$ cat config.mk
export PLATFORM = sky130hd
export DESIGN_NAME = operand_fetch
export DESIGN_NICKNAME = d
export VERILOG_FILES = /design/src/rtl/operand_fetch.sv
export SDC_FILE = /design/constraint.sdc
export NUM_CORES = 1
export LEC_CHECK = 0
export CORE_UTILIZATION = 46
export DETAILED_ROUTE_END_ITERATION = 12
export GPL_ROUTABILITY_DRIVEN = 0
export PLACE_DENSITY_LB_ADDON = 0.12
export SLEW_MARGIN = 20
export SYNTH_ARGS = -nofsm -noshare
export SYNTH_HDL_FRONTEND = slang
export SYNTH_SLANG_ARGS = --single-unit
$ cat constraint.sdc
create_clock -name clk -period 5.5 [get_ports clk]
set_input_delay 0.55 -clock clk [delete_from_list [all_inputs] [get_ports clk]]
set_output_delay 0.55 -clock clk [all_outputs]
set_load 0.1 [all_outputs]
$ cat src/rtl/operand_fetch.sv
// operand_fetch: register-read stage of the c61 pipeline.
//
// Sits between decode and execute and wraps the 8 x 6-bit register file.
// Each cycle it:
//   - drives the register file read selects straight from the decoded
//     instruction,
//   - forwards same-cycle writeback data onto the operand values,
//   - tracks in-flight destination registers in a scoreboard and stalls
//     on RAW and WAW hazards,
//   - latches operands into an output register that is handed to execute
//     over a valid/ready handshake.
//
// Ports:
//   clk, rst                     clock, asynchronous active-high reset
//   id_valid / id_ready          decode-side handshake
//   id_op, id_ra_sel, id_rb_sel  opcode and source selects
//   id_rw_sel, id_we             destination select and write flag
//   rf_ra_sel, rf_rb_sel         register file read selects (combinational)
//   rf_ra, rf_rb                 register file read data
//   wb_we, wb_sel, wb_data       writeback port (shared with the register file)
//   ex_valid / ex_ready          execute-side handshake
//   ex_op, ex_a, ex_b            latched opcode and operands
//   ex_rw_sel, ex_we             latched destination and write flag
//   flush                        synchronous pipeline flush
module operand_fetch #(
  parameter int DW  = 6,
  parameter int AW  = 3,
  parameter int OPW = 4
) (
  input  logic           clk,
  input  logic           rst,
  input  logic           id_valid,
  output logic           id_ready,
  input  logic [OPW-1:0] id_op,
  input  logic [AW-1:0]  id_ra_sel,
  input  logic [AW-1:0]  id_rb_sel,
  input  logic [AW-1:0]  id_rw_sel,
  input  logic           id_we,
  output logic [AW-1:0]  rf_ra_sel,
  output logic [AW-1:0]  rf_rb_sel,
  input  logic [DW-1:0]  rf_ra,
  input  logic [DW-1:0]  rf_rb,
  input  logic           wb_we,
  input  logic [AW-1:0]  wb_sel,
  input  logic [DW-1:0]  wb_data,
  output logic           ex_valid,
  input  logic           ex_ready,
  output logic [OPW-1:0] ex_op,
  output logic [DW-1:0]  ex_a,
  output logic [DW-1:0]  ex_b,
  output logic [AW-1:0]  ex_rw_sel,
  output logic           ex_we,
  input  logic           flush
);

  localparam int NR = 1 << AW;

  // Scoreboard: one bit per register, set while a writer is in flight.
  logic [NR-1:0]  scoreboard_r;
  logic [NR-1:0]  scoreboard_next_s;

  logic           ex_valid_r;
  logic [OPW-1:0] ex_op_r;
  logic [DW-1:0]  ex_a_r;
  logic [DW-1:0]  ex_b_r;
  logic [AW-1:0]  ex_rw_sel_r;
  logic           ex_we_r;

  logic [DW-1:0]  a_val_s;
  logic [DW-1:0]  b_val_s;
  logic           hazard_s;
  logic           id_ready_s;
  logic           accept_s;

  // A register is pending if it has an in-flight writer that is not
  // retiring on the writeback port this very cycle.
  function automatic logic reg_pending(
    input logic [NR-1:0] sb,
    input logic [AW-1:0] sel,
    input logic          wbe,
    input logic [AW-1:0] wbs
  );
    return sb[sel] && !(wbe && (wbs == sel));
  endfunction

  // Read selects go straight to the register file.
  assign rf_ra_sel = id_ra_sel;
  assign rf_rb_sel = id_rb_sel;

  // Operand bypass, hazard detection and the decode-side handshake.
  always_comb begin
    a_val_s    = rf_ra;
    b_val_s    = rf_rb;
    hazard_s   = 1'b0;
    id_ready_s = 1'b0;
    accept_s   = 1'b0;

    if (wb_we && (wb_sel == id_ra_sel)) begin
      a_val_s = wb_data;
    end else begin
      a_val_s = rf_ra;
    end

    if (wb_we && (wb_sel == id_rb_sel)) begin
      b_val_s = wb_data;
    end else begin
      b_val_s = rf_rb;
    end

    // Sources are checked regardless of opcode; the destination only
    // matters when the instruction actually writes it (WAW).
    hazard_s = reg_pending(scoreboard_r, id_ra_sel, wb_we, wb_sel) ||
               reg_pending(scoreboard_r, id_rb_sel, wb_we, wb_sel) ||
               (id_we && reg_pending(scoreboard_r, id_rw_sel, wb_we, wb_sel));

    // The output register may be refilled in the same cycle it drains.
    id_ready_s = !flush && !hazard_s && (!ex_valid_r || ex_ready);
    accept_s   = id_valid && id_ready_s;
  end

  // Next scoreboard value: clear on writeback, set on an accepted writer;
  // set takes priority when both hit the same register.
  always_comb begin
    scoreboard_next_s = scoreboard_r;
    for (int r = 0; r < NR; r++) begin
      if (accept_s && id_we && (id_rw_sel == AW'(r))) begin
        scoreboard_next_s[r] = 1'b1;
      end else if (wb_we && (wb_sel == AW'(r))) begin
        scoreboard_next_s[r] = 1'b0;
      end else begin
        scoreboard_next_s[r] = scoreboard_r[r];
      end
    end
  end

  // Scoreboard register; a flush forgets every in-flight writer.
  always_ff @(posedge clk or posedge rst) begin
    if (rst) begin
      scoreboard_r <= {NR{1'b0}};
    end else if (flush) begin
      scoreboard_r <= {NR{1'b0}};
    end else begin
      scoreboard_r <= scoreboard_next_s;
    end
  end

  // Execute-side output register; data holds under backpressure.
  always_ff @(posedge clk or posedge rst) begin
    if (rst) begin
      ex_valid_r  <= 1'b0;
      ex_op_r     <= {OPW{1'b0}};
      ex_a_r      <= {DW{1'b0}};
      ex_b_r      <= {DW{1'b0}};
      ex_rw_sel_r <= {AW{1'b0}};
      ex_we_r     <= 1'b0;
    end else if (flush) begin
      ex_valid_r  <= 1'b0;
    end else if (accept_s) begin
      ex_valid_r  <= 1'b1;
      ex_op_r     <= id_op;
      ex_a_r      <= a_val_s;
      ex_b_r      <= b_val_s;
      ex_rw_sel_r <= id_rw_sel;
      ex_we_r     <= id_we;
    end else if (ex_valid_r && ex_ready) begin
      ex_valid_r  <= 1'b0;
    end else begin
      ex_valid_r  <= ex_valid_r;
    end
  end

  assign id_ready  = id_ready_s;
  assign ex_valid  = ex_valid_r;
  assign ex_op     = ex_op_r;
  assign ex_a      = ex_a_r;
  assign ex_b      = ex_b_r;
  assign ex_rw_sel = ex_rw_sel_r;
  assign ex_we     = ex_we_r;

endmodule

=== Word-level counts from Yosys, hierarchy flattened ===
Index checks and enable logic that the tools add are counted.

* Input port bits: 41
* Flip-flop bits (word level): 29

* Equal/unequal tests: 17
* Bitwise logic cells: 1
* Reduce and logical (&&, ||, !) cells: 49
* Magnitude comparators: 3
* Muxes and demuxes: 28

{| class="wikitable"
|+ Operators with widths
! operator !! number
|-
| logical AND 1 bit || 28
|-
| nonzero test 3 bit || 9
|-
| equality test 3 bit, second input constant || 8
|-
| 2-to-1 mux 1 bit || 22
|-
| equality test 3 x 2 -> 1 bit, second input constant || 4
|-
| less-than comparator 3 x 4 -> 1 bit, second input constant || 3
|-
| 2-to-1 mux 6 bit || 2
|-
| binary-select mux 1 bit (select 3 bit) || 3
|-
| equality test 3 bit || 3
|-
| 2-to-1 mux 8 bit || 1
|-
| equality test 3 x 1 -> 1 bit, second input constant || 2
|-
| logical NOT 1 bit || 6
|-
| logical NOT 3 bit || 2
|-
| logical OR 1 bit || 3
|-
| AND reduction 2 bit || 1
|-
| inverter 1 bit || 1
|}

=== Longest topological paths before layout ===
* Depth after elaboration: 14
* Depth in mapped cells: 8
* Gate-level depth less buffers: 5

=== Worst setup path before layout ===
No wires, ideal clock.

* Kind: input to output
* From: input id_rw_sel[1]
* To: output id_ready
* Required time: 4.950 ns
* Path buffers: 2
* Arrival: 3.092 ns
* Setup slack: 1.858 ns
* Stages on the path: 7
* Path through: buf_2 > mux2_1 > o31a_1 > nand4_1 > clkbuf_1 > nand2_1 > nor2_1

* Cells in the longest elaborated chain, start to end: 9
* Elaborated cells between the ends (all ways): 11
* Classes of those cells: 1 x eq/ne; 2 x mux; 8 x reduce/logical

{| class="wikitable"
|+ Ends and longest elaborated chain
! what !! line !! source
|-
| start: declaration || 37 || <nowiki>input logic [AW-1:0] id_rw_sel,</nowiki>
|-
| branches (longest 3 deep; another with binary-select mux 1 bit (select 3 bit)) || - ||
|-
| logical AND 1 bit * || 83 || <nowiki>return sb[sel] && !(wbe && (wbs == sel));</nowiki>
|-
| logical AND 1 bit * || 114 || <nowiki>(id_we && reg_pending(scoreboard_r, id_rw_sel, wb_we, wb_sel));</nowiki>
|-
| logical OR 1 bit * || 113 || <nowiki>reg_pending(scoreboard_r, id_rb_sel, wb_we, wb_sel) ||</nowiki>
|-
| logical NOT 1 bit * || 117 || <nowiki>id_ready_s = !flush && !hazard_s && (!ex_valid_r || ex_ready);</nowiki>
|-
| logical AND 1 bit * (2 in a row) || 117 ||
|-
| end: declaration || 33 || <nowiki>output logic id_ready,</nowiki>
|}

Every way passes the cells marked *. The select of a mux whose other input is x is not followed.

=== Worst setup path in the final report ===
Same ends and word-level chain as after synthesis.

==> run summary <==
Status -> finished clean
Worst-Margin Slew -> 0.993 ns
Final #Nets -> 269
CTS sink count -> 29
Startpoint types -> primary input
CTS tree -> yes
Final hold viol count -> 0
Worst path max stage delay -> 1.14 ns
Die ar. -> 0.00450 sq mm
Clock latency on the worst-skew pair -> 0.28 ns
CTS buffer count -> 5
Routed via count -> 1630
Logic pwr share -> 57.9%
Path type of the worst setup path -> primary input to output port
Avg Vias per Cell -> 5.88
Switching power -> 0.547 mW
Drt total wl -> 4.78 mm
Average size of a mapped cell -> 11.5 sq um
Core area -> 0.00403 sq mm
Final HPWL DP -> 3.62 mm
DRC -> 0
Postcts setup bufs -> 0
DRT antenna net count -> 0
Nature of the critical path endpoint -> output port
Vias in the first global route -> 1577
Initial antenna violation count -> 0
Clock power frac -> 15.0%
Crit-path slowest cell -> clkdlybuf4s50_1
Clk pin slew, worst setup/hold paths -> 0.05 ns
Post-synth EDFFs -> 0
CTS resizes -> 0
Sequential share of the synthesized area -> 37.2%
CTS root buffer -> clkbuf_8
Htree depth -> 2
Worst Hold Class -> flop to flop
Cell Area, Synth -> 0.00195 sq mm
Die Wd -> 67.1 microns
Final Power -> 1.05 mW
Synth Flop Type -> dfrtp_1
Antenna diodes -> 0
Max-slew violations -> 0
Post-synth ARST share -> 100%
Internal -> 0.507 mW
Final setup viols -> 0
RSZ-0062 raised after global routing -> no
First-pass GRT wire length -> 7.63 mm
Largest net degree at the start of global routing -> 30
Synthesized Nets -> 211
Synth top area share -> 37.2%
Clock skew -> 0.00656 ns
Register bit total from synthesis -> 29
Layout cell share with drive strength beyond 1 -> 14.5%
CP max FO -> 14
Max IR drop VDD -> 0.000286 V
Synthesized netlist cell count -> 170
DR iter-0 viols -> 103
Initial Util -> 48.4%
DIE HEIGHT -> 67.1 microns
Fin area -> 0.00266 sq mm
Max cap viols -> 0
Main area contributors after synthesis -> dfrtp_1 37%, mux2i_1 8.7%, a21oi_4 8.3%
Worst EP required -> 4.95 ns
Worst path most repeated cell -> clkdlybuf4s50_1
Synth-to-Final Area Change -> 36.3%
IO Pins -> 69
Pleak -> 1.19 nW
Row cnt -> 23
I/O Buffers -> 68
Post-synth cell types -> 41
Syn. warnings -> 0
Seq pwr share -> 27.1%
Cell taking the most area after synthesis -> dfrtp_1
Min cycle time layout -> 4.25 ns
Slew HR -> 33.6%
Total GRT Usage -> 23.9%
Pwr/cell area -> 397 mW/mm^2
Fmax -> 235 MHz
Fin Setup TNS -> 0 ns
DR pass1 iterations -> 4
CTS Hold Buffers Added -> 0
Total grt overflow -> 0
Switching Share -> 51.9%
Final Cycle Share -> 77.3%
Arr. time, crit path -> 3.70 ns
Routed length per instance -> 17.2 microns
CTS max path bufs -> 2
Placed cell areas -> 0.00258 sq mm
CP cell instances -> clkdlybuf4s50_1 -> mux2_1 -> o31a_1 -> nand4_1 -> nand2_1 -> nor2_1 -> clkdlybuf4s50_1
[state kept, by name (all words and copies together) (netlist names)]
name / count
scoreboard_r: 8
ex_op: 4
ex_rw_sel: 3
ex_valid: 1
ex_we: 1
ex_a: 6
ex_b: 6
[final timing paths]
check,startpoint,to,slack (ns),depth (start not counted)
setup / recovery,id_rw_sel[1],id_ready,1.25,7
hold / removal,ex_op[2],ex_op[2],0.52,1
setup reg to reg,scoreboard_r[3],ex_rw_sel[0],2.88,4
hold reg to reg,ex_op[2],ex_op[2],0.52,1
max in group asynchronous,rst,scoreboard_r[4],4.43,2
min in group asynchronous,rst,ex_rw_sel[0],0.67,2
[cell type report]
class                      instances  area, sq um
inverter                           4         15.0
fill                             312         1370
timing repair buffer              68          681
clock inverter                     1         5.00
multi-input combinational        120         1100
sequential                        29          726
clock buffer                       5         68.8
tap                               50         62.6
[cell usage in the layout, fill, tap and decap left out, types with 2 or more instances in the layout]
cell type	synthesis	layout
clkdlybuf4s50_1	0	68
dfrtp_1	29	29
mux2i_1	17	17
a31oi_1	12	12
a21oi_4	10	10
nor2_1	9	9
xnor2_1	9	9
mux2_4	8	8
nand2_1	7	7
clkbuf_8	0	5
a21o_1	4	4
o211a_1	4	4
or3_1	3	3
nand3_1	3	3
nand2b_1	3	3
nand4_1	3	3
nor2b_1	3	3
inv_1	3	2
mux4_2	2	2
mux2_2	2	2
a32o_1	2	2
o311a_1	2	2
a41o_1	2	2
a21oi_1	2	2
[cell usage after synthesis, types with 2 or more instances]
cell / number
a21o_1: 4
a21oi_1: 2
a21oi_4: 10
a31oi_1: 12
a32o_1: 2
a41o_1: 2
buf_2: 4
buf_4: 6
clkbuf_1: 5
dfrtp_1: 29
inv_1: 3
mux2_2: 2
mux2_4: 8
mux2i_1: 17
mux4_2: 2
nand2_1: 7
nand2b_1: 3
nand3_1: 3
nand4_1: 3
nor2_1: 9
nor2b_1: 3
o211a_1: 4
o311a_1: 2
or3_1: 3
xnor2_1: 9
[power by group through the flow]
stage               sequential (mW)  combinational (mW)  clock, mW
floorplan                     0.599               0.152          0
global placement              0.286               0.606          0
detailed placement            0.288               0.612          0
CTS                           0.286               0.614      0.163
global route                  0.292               0.632      0.172
finish                        0.286               0.611      0.158
[per-stage QoR]
stage          std cells  worst slack, ns  utilization [%]  hold slack [ns]
3_3_place_gp         271             1.35             64.1            0.497
2_1_floorplan        170             1.86                -            0.521
3_5_place_dp         271             1.28             64.1            0.492
4_1_cts              277             1.27             65.9            0.519
6_report             277             1.25             65.9            0.515
5_1_grt              277             1.07             65.9            0.538
[logic make-up (layout without fill, tap and decap cells)]
family	after synthesis	after routing	synth area share [%]
AOI/OAI and AO/OA	45	45	23.2
and+or+nand+nor	36	36	10.1
muxes	30	30	18.9
DFF	29	29	37.2
buffers and inverters	21	78	6.42
xor gates and xnor gates	9	9	4.04
[routing by layer]
metal | GRT usage [%] | vias to the layer above | wire length [microns]
met2 | 37.8 | 86 | 2330
met4 | 10.4 | 0 | 125
met5 | 0 | - | 0
li1 | - | 746 | -
met3 | 6.68 | 14 | 383
met1 | 30.3 | 784 | 1940
[worst max-delay path, delay by kind of cell]
family / cells / cell delay, ns
buffers and inverters: 2 / 1.88
and+or+nand+nor: 3 / 0.66
muxes: 1 / 0.37
AOI/OAI and AO/OA: 1 / 0.24
No activity file was read; power rests on OpenSTA's default activity.
